`config.mk`:
```
export PLATFORM = sky130hd
export DESIGN_NAME = bitu_grp_iter
export DESIGN_NICKNAME = d
export VERILOG_FILES = /design/src/rtl/bitu_pkg.sv /design/src/rtl/bitu_merge_level.sv /design/src/rtl/bitu_grp_iter.sv
export SDC_FILE = /design/constraint.sdc
export NUM_CORES = 2
export LEC_CHECK = 0
export ABC_CLOCK_PERIOD_IN_PS = 9250
export BUFFER_PORTS_ARGS = -buffer_cell sky130_fd_sc_hd__buf_2
export CELL_PAD_IN_SITES_DETAIL_PLACEMENT = 1
export CELL_PAD_IN_SITES_GLOBAL_PLACEMENT = 1
export CORE_MARGIN = 1
export CORE_UTILIZATION = 45
export CTS_BUF_LIST = sky130_fd_sc_hd__clkbuf_2 sky130_fd_sc_hd__clkbuf_4 sky130_fd_sc_hd__clkbuf_8
export DETAILED_ROUTE_END_ITERATION = 7
export HOLD_SLACK_MARGIN = 0.03
export PLACE_DENSITY_LB_ADDON = 0.2
export SLEW_MARGIN = 40
export SYNTH_ARGS = -nofsm -noshare
export SYNTH_HDL_FRONTEND = slang
export SYNTH_SLANG_ARGS = --single-unit
```
`constraint.sdc`:
```
create_clock -name clk_i -period 9.25 [get_ports clk_i]
set_input_delay 1.3875 -clock clk_i [delete_from_list [all_inputs] [get_ports clk_i]]
set_output_delay 1.3875 -clock clk_i [all_outputs]
set_load 0.05 [all_outputs]
```
`src/rtl/bitu_pkg.sv`:
```
// Shared types and helpers for the iterative group/ungroup bit-manipulation unit.
package bitu_pkg;

    typedef enum logic [1:0] {
        BITU_GRP   = 2'b00,
        BITU_GRPR  = 2'b01,
        BITU_GRPL  = 2'b10,
        BITU_UNGRP = 2'b11
    } bitu_op_e;

    typedef enum logic [1:0] {
        ST_IDLE = 2'd0,
        ST_RUN  = 2'd1,
        ST_DONE = 2'd2
    } bitu_state_e;

    // Number of merge levels for a given datapath width.
    function automatic int bitu_levels(input int xlen);
        return $clog2(xlen);
    endfunction

endpackage

```
`src/rtl/bitu_merge_level.sv`:
```
// One merge level of one lane: compress pairs of 2^lvl-bit blocks toward the LSB,
// or (when DEPOSIT_EN) split each 2^(lvl+1)-bit block back into its two halves.
module bitu_merge_level
    import bitu_pkg::*;
#(
    parameter int  XLEN       = 32,
    parameter bit  DEPOSIT_EN = 1'b0,
    localparam int L          = bitu_levels(XLEN),
    localparam int CW         = L + 1,
    localparam int LW         = $clog2(L)
) (
    input  logic [XLEN-1:0] data_i,
    input  logic [CW-1:0]   cnt_i [XLEN],
    input  logic [LW-1:0]   lvl_i,
    input  logic            deposit_i,
    output logic [XLEN-1:0] data_o,
    output logic [CW-1:0]   cnt_o [XLEN]
);

    localparam logic [XLEN-1:0] ONES = '1;

    // Block counts live at the first bit index of each block; packed bits sit at the block bottom.
    always_comb begin
        logic [XLEN-1:0] lo;
        logic [XLEN-1:0] hi;
        logic [XLEN-1:0] blk;
        logic [XLEN-1:0] merged;
        lo     = '0;
        hi     = '0;
        blk    = '0;
        merged = '0;
        data_o = data_i;
        cnt_o  = cnt_i;
        for (int l = 0; l < L; l++) begin
            if (lvl_i == LW'(l)) begin
                data_o = '0;
                for (int p = 0; p < XLEN; p += (2 << l)) begin
                    if (DEPOSIT_EN && deposit_i) begin
                        blk    = (data_i >> p) & ~(ONES << (2 << l));
                        lo     = blk & ~(ONES << cnt_i[p]);
                        hi     = (blk >> cnt_i[p]) & ~(ONES << (1 << l));
                        merged = lo | (hi << (1 << l));
                    end else begin
                        lo       = (data_i >> p) & ~(ONES << (1 << l));
                        hi       = (data_i >> (p + (1 << l))) & ~(ONES << (1 << l));
                        merged   = lo | (hi << cnt_i[p]);
                        cnt_o[p] = cnt_i[p] + cnt_i[p + (1 << l)];
                    end
                    data_o = data_o | (merged << p);
                end
            end
        end
    end

endmodule

```
`src/rtl/bitu_grp_iter.sv`:
```
// Iterative GRP/GRPR/GRPL unit, one merge level per clock, with valid/ready and tag.
// Define BITU_UNGRP_EN to make op 11 perform UNGRP; otherwise op 11 returns the operand.
module bitu_grp_iter
    import bitu_pkg::*;
#(
    parameter int XLEN  = 32,
    parameter int TAG_W = 4
) (
    input  logic             clk_i,
    input  logic             rst_i,
    input  logic             flush_i,
    input  logic             req_valid_i,
    output logic             req_ready_o,
    input  logic [1:0]       req_op_i,
    input  logic [XLEN-1:0]  req_data_i,
    input  logic [XLEN-1:0]  req_mask_i,
    input  logic [TAG_W-1:0] req_tag_i,
    output logic             rsp_valid_o,
    input  logic             rsp_ready_i,
    output logic [XLEN-1:0]  rsp_data_o,
    output logic [TAG_W-1:0] rsp_tag_o
);

    localparam int L  = bitu_levels(XLEN);
    localparam int CW = L + 1;
    localparam int LW = $clog2(L);

    function automatic logic [XLEN-1:0] mirror(input logic [XLEN-1:0] x);
        logic [XLEN-1:0] r;
        for (int i = 0; i < XLEN; i++) r[i] = x[XLEN-1-i];
        return r;
    endfunction

    bitu_state_e     state_q, state_d;
    logic [LW-1:0]   lvl_q, lvl_d, lvl_eff;
    bitu_op_e        op_q;
    logic [TAG_W-1:0] tag_q, rsp_tag_q;
    logic [XLEN-1:0] rdat_q, ldat_q, rdat_ld, ldat_ld, rdat_m, ldat_m;
    logic [XLEN-1:0] rsp_data_q, result;
    logic [CW-1:0]   rcnt_q [XLEN];
    logic [CW-1:0]   lcnt_q [XLEN];
    logic [CW-1:0]   rcnt_ld [XLEN];
    logic [CW-1:0]   lcnt_ld [XLEN];
    logic [CW-1:0]   rcnt_in [XLEN];
    logic [CW-1:0]   lcnt_in [XLEN];
    logic [CW-1:0]   rcnt_m [XLEN];
    logic [CW-1:0]   lcnt_m [XLEN];
    logic            accept, last_lvl, deposit;

    assign req_ready_o = !rst_i && !flush_i &&
                         ((state_q == ST_IDLE) || ((state_q == ST_DONE) && rsp_ready_i));
    assign accept      = req_valid_i && req_ready_o;
    assign last_lvl    = (lvl_q == LW'(L - 1));
    assign rsp_valid_o = (state_q == ST_DONE);
    assign rsp_data_o  = rsp_data_q;
    assign rsp_tag_o   = rsp_tag_q;

`ifdef BITU_UNGRP_EN
    localparam bit DEP_EN = 1'b1;
    localparam logic [XLEN-1:0] ONES = '1;

    logic [CW-1:0] rtab_d [L+1][XLEN];
    logic [CW-1:0] ltab_d [L+1][XLEN];
    logic [CW-1:0] rtab_q [L][XLEN];
    logic [CW-1:0] ltab_q [L][XLEN];
    logic [CW-1:0] pcnt;
    logic [XLEN-1:0] lmask_pre;

    // Block-count tree of both lane masks, so deposit can walk the levels top-down.
    always_comb begin
        lmask_pre = mirror(~req_mask_i);
        for (int l = 0; l <= L; l++) begin
            for (int i = 0; i < XLEN; i++) begin
                rtab_d[l][i] = '0;
                ltab_d[l][i] = '0;
            end
        end
        for (int i = 0; i < XLEN; i++) begin
            rtab_d[0][i] = CW'(req_mask_i[i]);
            ltab_d[0][i] = CW'(lmask_pre[i]);
        end
        for (int l = 1; l <= L; l++) begin
            for (int i = 0; i < XLEN; i += (1 << l)) begin
                rtab_d[l][i] = rtab_d[l-1][i] + rtab_d[l-1][i + (1 << (l - 1))];
                ltab_d[l][i] = ltab_d[l-1][i] + ltab_d[l-1][i + (1 << (l - 1))];
            end
        end
    end

    assign pcnt    = rtab_d[L][0];
    assign deposit = (op_q == BITU_UNGRP);
    assign lvl_eff = deposit ? (LW'(L - 1) - lvl_q) : lvl_q;

    always_ff @(posedge clk_i) begin
        if (accept) begin
            for (int l = 0; l < L; l++) begin
                for (int i = 0; i < XLEN; i++) begin
                    rtab_q[l][i] <= rtab_d[l][i];
                    ltab_q[l][i] <= ltab_d[l][i];
                end
            end
        end
    end

    always_comb begin
        for (int i = 0; i < XLEN; i++) begin
            rcnt_in[i] = deposit ? rtab_q[lvl_eff][i] : rcnt_q[i];
            lcnt_in[i] = deposit ? ltab_q[lvl_eff][i] : lcnt_q[i];
        end
    end
`else
    localparam bit DEP_EN = 1'b0;

    assign deposit = 1'b0;
    assign lvl_eff = lvl_q;

    always_comb begin
        rcnt_in = rcnt_q;
        lcnt_in = lcnt_q;
    end
`endif

    // Lane seeds: the left lane works on the mirrored ~mask bits so it can reuse LSB packing.
    always_comb begin
        logic [XLEN-1:0] lmask;
        lmask   = mirror(~req_mask_i);
        rdat_ld = req_data_i & req_mask_i;
        ldat_ld = mirror(req_data_i) & lmask;
        for (int i = 0; i < XLEN; i++) begin
            rcnt_ld[i] = CW'(req_mask_i[i]);
            lcnt_ld[i] = CW'(lmask[i]);
        end
`ifdef BITU_UNGRP_EN
        if (bitu_op_e'(req_op_i) == BITU_UNGRP) begin
            rdat_ld = req_data_i & ~(ONES << pcnt);
            ldat_ld = mirror(req_data_i) & ~(ONES << (CW'(XLEN) - pcnt));
        end
`else
        if (bitu_op_e'(req_op_i) == BITU_UNGRP) begin
            rdat_ld = req_data_i;
            ldat_ld = '0;
            for (int i = 0; i < XLEN; i++) begin
                rcnt_ld[i] = CW'(1);
                lcnt_ld[i] = '0;
            end
        end
`endif
    end

    bitu_merge_level #(.XLEN(XLEN), .DEPOSIT_EN(DEP_EN)) u_merge_r (
        .data_i    (rdat_q),
        .cnt_i     (rcnt_in),
        .lvl_i     (lvl_eff),
        .deposit_i (deposit),
        .data_o    (rdat_m),
        .cnt_o     (rcnt_m)
    );

    bitu_merge_level #(.XLEN(XLEN), .DEPOSIT_EN(DEP_EN)) u_merge_l (
        .data_i    (ldat_q),
        .cnt_i     (lcnt_in),
        .lvl_i     (lvl_eff),
        .deposit_i (deposit),
        .data_o    (ldat_m),
        .cnt_o     (lcnt_m)
    );

    always_comb begin
        result = rdat_m | mirror(ldat_m);
        case (op_q)
            BITU_GRPR: result = rdat_m;
            BITU_GRPL: result = mirror(ldat_m);
            default:   result = rdat_m | mirror(ldat_m);
        endcase
    end

    always_comb begin
        state_d = state_q;
        lvl_d   = lvl_q;
        case (state_q)
            ST_IDLE: begin
                if (accept) begin
                    state_d = ST_RUN;
                    lvl_d   = '0;
                end
            end
            ST_RUN: begin
                if (last_lvl) begin
                    state_d = ST_DONE;
                    lvl_d   = '0;
                end else begin
                    lvl_d = lvl_q + LW'(1);
                end
            end
            ST_DONE: begin
                if (rsp_ready_i) state_d = accept ? ST_RUN : ST_IDLE;
            end
            default: state_d = ST_IDLE;
        endcase
        if (flush_i) begin
            state_d = ST_IDLE;
            lvl_d   = '0;
        end
    end

    always_ff @(posedge clk_i) begin
        if (rst_i) begin
            state_q    <= ST_IDLE;
            lvl_q      <= '0;
            rsp_data_q <= '0;
            rsp_tag_q  <= '0;
        end else begin
            state_q <= state_d;
            lvl_q   <= lvl_d;
            if ((state_q == ST_RUN) && last_lvl) begin
                rsp_data_q <= result;
                rsp_tag_q  <= tag_q;
            end
        end
    end

    // Datapath needs no reset: it is always seeded on accept before being observed.
    always_ff @(posedge clk_i) begin
        if (accept) begin
            op_q   <= bitu_op_e'(req_op_i);
            tag_q  <= req_tag_i;
            rdat_q <= rdat_ld;
            ldat_q <= ldat_ld;
            rcnt_q <= rcnt_ld;
            lcnt_q <= lcnt_ld;
        end else if (state_q == ST_RUN) begin
            rdat_q <= rdat_m;
            ldat_q <= ldat_m;
            rcnt_q <= rcnt_m;
            lcnt_q <= lcnt_m;
        end
    end

endmodule
```
==> flow_summary.json <==
{
  "outcome": "finished, final reports clean",
  "area_delta_synth_final_pct": 7.92,
  "yosys.area_share.simple_pct": 26.8,
  "power.total_uw": 5110,
  "finalNonFillerCells": 5599,
  "cts_buffers": 67,
  "clock_latency_ns": 0.71,
  "wl_per_cell_um": 40.4,
  "via_per_inst": 7.94,
  "combPwrFrac_pct": 30.1,
  "place_inst": 5467,
  "hpwlAfterDp_um": 166000,
  "grt-ovfl-total": 0,
  "clk_pin_slew_ns": 0.06,
  "internal_power_uw": 3030,
  "worst_pin_slew_ns": 1.05,
  "ys_seq_area_share_pct": 26.3,
  "ys.flop_type": "edfxtp_1",
  "seqCellArea_sq_um": 9650,
  "synth_compound_area_share_pct": 26.2,
  "clk_path_buf_depth": 3,
  "path_buf_inv": 2,
  "clock_skew_ns": 0.0724,
  "yosysWarnings": 0,
  "hold_violations": 0,
  "syn_area_per_cell_sq_um": 7.99,
  "synth_mux_area_share_pct": 6.31,
  "fmax_mhz": 203,
  "cts_setup_buffers": 0,
  "grt_pass1_wl_um": 319000,
  "crit_arrival_ns": 5.34,
  "pwr-share-clk_pct": 31.2,
  "nets": 4689,
  "syn-num-nets": 4809,
  "critPathMaxFanout": 50,
  "rsz0062_at_grt": "false",
  "crit_chain": "inv_1 > ha_1 > nor2b_4 > buf_4 > a221o_1 > o21ai_0 > o21ai_0 > ha_1 > a21o_1 > a21oi_1 > o21bai_1 > a21oi_1 > xor2_1 > xnor2_1 > nor2_1",
  "synthAdderAreaFrac_pct": 4.92,
  "synth.distinct_cells": 104,
  "dieArea_sq_um": 82800,
  "netlist_instances": 4599,
  "rows": 104,
  "io_buffers": 112,
  "period_share_pct": 53.3,
  "cts_resized": 0,
  "min_period_ns": 4.93,
  "synth-seq-cells": 335,
  "pin_count": 113,
  "drive_gt1_share_pct": 13.1,
  "setup_viol": 0,
  "finalSetupTns_ns": 0,
  "fill_cells": 9825,
  "grt_use_total_pct": 53.3,
  "hp-class": "flop to flop",
  "cp-start-kind": "flop",
  "antenna_found_initial": 17,
  "max-slew-margin-rel_pct": 29.9,
  "routabilityCongestion": 1.15,
  "vdd_drop_max_v": 0.0000901,
  "p_leak_uw": 0.0138,
  "dr.pass1.iters": 7,
  "final_cell_mix": "571 x nor2_1, 333 x nand2_1, 294 x edfxtp_1, 267 x a21oi_1, 223 x o21ai_0",
  "drt_iter0_markers": 7942,
  "cp_top_family": "compound AO/OA/AOI/OAI gates",
  "synth_area_sq_um": 36700,
  "power.density_nw_per_um2": 129,
  "slew_violations": 0,
  "slowest_stage": "buf_4",
  "swShare_pct": 40.7,
  "r2r_setup_slack_ns": 4.32,
  "multiInputGateArea_sq_um": 25200,
  "grt_start_max_net_pins": 98,
  "max_cap_viol_count": 0,
  "synth_edf_count": 294,
  "start_util_pct": 45.5,
  "cts_tree": "built",
  "vias": 44479,
  "synth_xor_xnor_area_share_pct": 3.43,
  "clock-root-buffer": "clkbuf_8",
  "layout_commonest_cell": "nor2_1",
  "dieWidth_um": 288,
  "hold_ws_ns": 0.457,
  "drc_errors": 0,
  "coreArea_sq_um": 80700,
  "worstSetupPathType": "flop to flop",
  "cp-end-kind": "flop",
  "htreeDepth": 3,
  "wl_um": 226000,
  "cts.sinks": 335,
  "ant_nets": 0,
  "crit_required_ns": 9.65,
  "synth_top_family_by_area": "simple AND/OR/NAND/NOR gates",
  "grt_pass1_vias": 42548,
  "holdBufCountCts": 0,
  "critPathMaxStageDelay_ns": 0.78,
  "die_y_um": 288,
  "power_switching_uw": 2080,
  "seq_power_share_pct": 38.7,
  "async_reset_ff_share_pct": 0
}
==> metal layers <==
layer / share of wire (%) / wire, um / track usage (%) / vias to the layer above
met2: 41 / 92400 / 77.4 / 4062
met1: 34 / 77900 / 62.7 / 21536
li1: - / - / - / 17442
met3: 14 / 31400 / 20.5 / 1429
met4: 11 / 24300 / 42.2 / 10
met5: 0.034 / 77 / 0 / -
==> stage by stage <==
| stage | setup slack [ns] | area (sq um) | util [%] |
|---|---|---|---|
| detailed placement | 4.06 | 38100 | 47.3 |
| global route | 4.15 | 39600 | 49.1 |
| floorplan | 0.849 | 36700 | - |
| global placement | 4.30 | 37900 | 47.0 |
| finish | 4.32 | 39600 | 49.1 |
| CTS | 4.43 | 39500 | 48.9 |
==> cell type report <==
class | instances | area share [%]
Clock inverter | 37 | 0.625
Tap cell | 1060 | 3.35
Timing Repair Buffer | 256 | 4.46
Sequential cell | 335 | 24.3
Inverter | 96 | 0.928
Multi-Input combinational cell | 3723 | 63.6
Clock buffer | 86 | 2.72
Antenna cell | 6 | 0.0379
==> Yosys cell counts, drive strengths merged (40+ instances only) <==
cell type  instances  area [sq um]
nor2             580          2180
o21ai            241          1210
or3               40           250
ha               119          1490
nand3b            58           435
o221ai            53           464
xnor2             73           639
edfxtp           294          8830
a221oi            55           494
nor4              56           357
mux2i             86           877
a22oi             85           638
clkbuf           291          1090
o22ai            135           845
buf              154           772
mux2              44           495
xor2              71           622
nand3            131           656
and2              59           369
nand4             58           363
a211oi            48           360
dfxtp             41           821
nor2b             57           357
mux4              42           946
nand2b            61           382
or3b              41           359
nand2            338          1270
inv               93           349
nor3             175           886
a21oi            269          1350
a31oi             52           325
==> final timing paths <==
path                                      to  cells after the start                      start
setup / recovery  lcnt_in[191]$_SDFFCE_PP0P_                     15    lvl_eff[0]$_SDFFE_PP0P_
hold / removal     rsp_tag_o[2]$_SDFFE_PP0P_                      2  rsp_tag_o[2]$_SDFFE_PP0P_
setup reg to reg  lcnt_in[191]$_SDFFCE_PP0P_                     15    lvl_eff[0]$_SDFFE_PP0P_
hold reg to reg    rsp_tag_o[2]$_SDFFE_PP0P_                      2  rsp_tag_o[2]$_SDFFE_PP0P_
==> power by group through the flow <==
stage / combinational [uW] / sequential, uW / clock (uW)
finish: 1540 / 1980 / 1590
global route: 1550 / 1980 / 1650
floorplan: 906 / 1870 / 0
detailed placement: 1410 / 1990 / 0
CTS: 1420 / 1960 / 1580
global placement: 1370 / 2000 / 0
==> kinds of logic (layout without fill, tap and decap cells) <==
family                     Yosys count  in the layout
AOI/OAI and AO/OA                 1397           1397
DFF                                335            335
other                                0              6
muxes                              172            172
adders and majority gates          135            135
and+or+nand+nor                   1875           1875
buffers and inverters              541            475
xor gates and xnor gates           144            144
==> tightest hold or removal path, cell delays in order (launching register included) <==
cell	delay [ns]
dfxtp_1	0.31
nand2_1	0.05
a21oi_1	0.05
==> flip-flops by register name, summed over array words and instances, names as in the netlist <==
register and cells:
rdat_q 32, ldat_q 32, lvl_eff 3, rcnt_in 112, rsp_data_o 32, state_q 2, op_q 2, rsp_tag_o 4
lcnt_in 112, tag_q 4
Note: power is estimated with default switching activity, not from simulation.
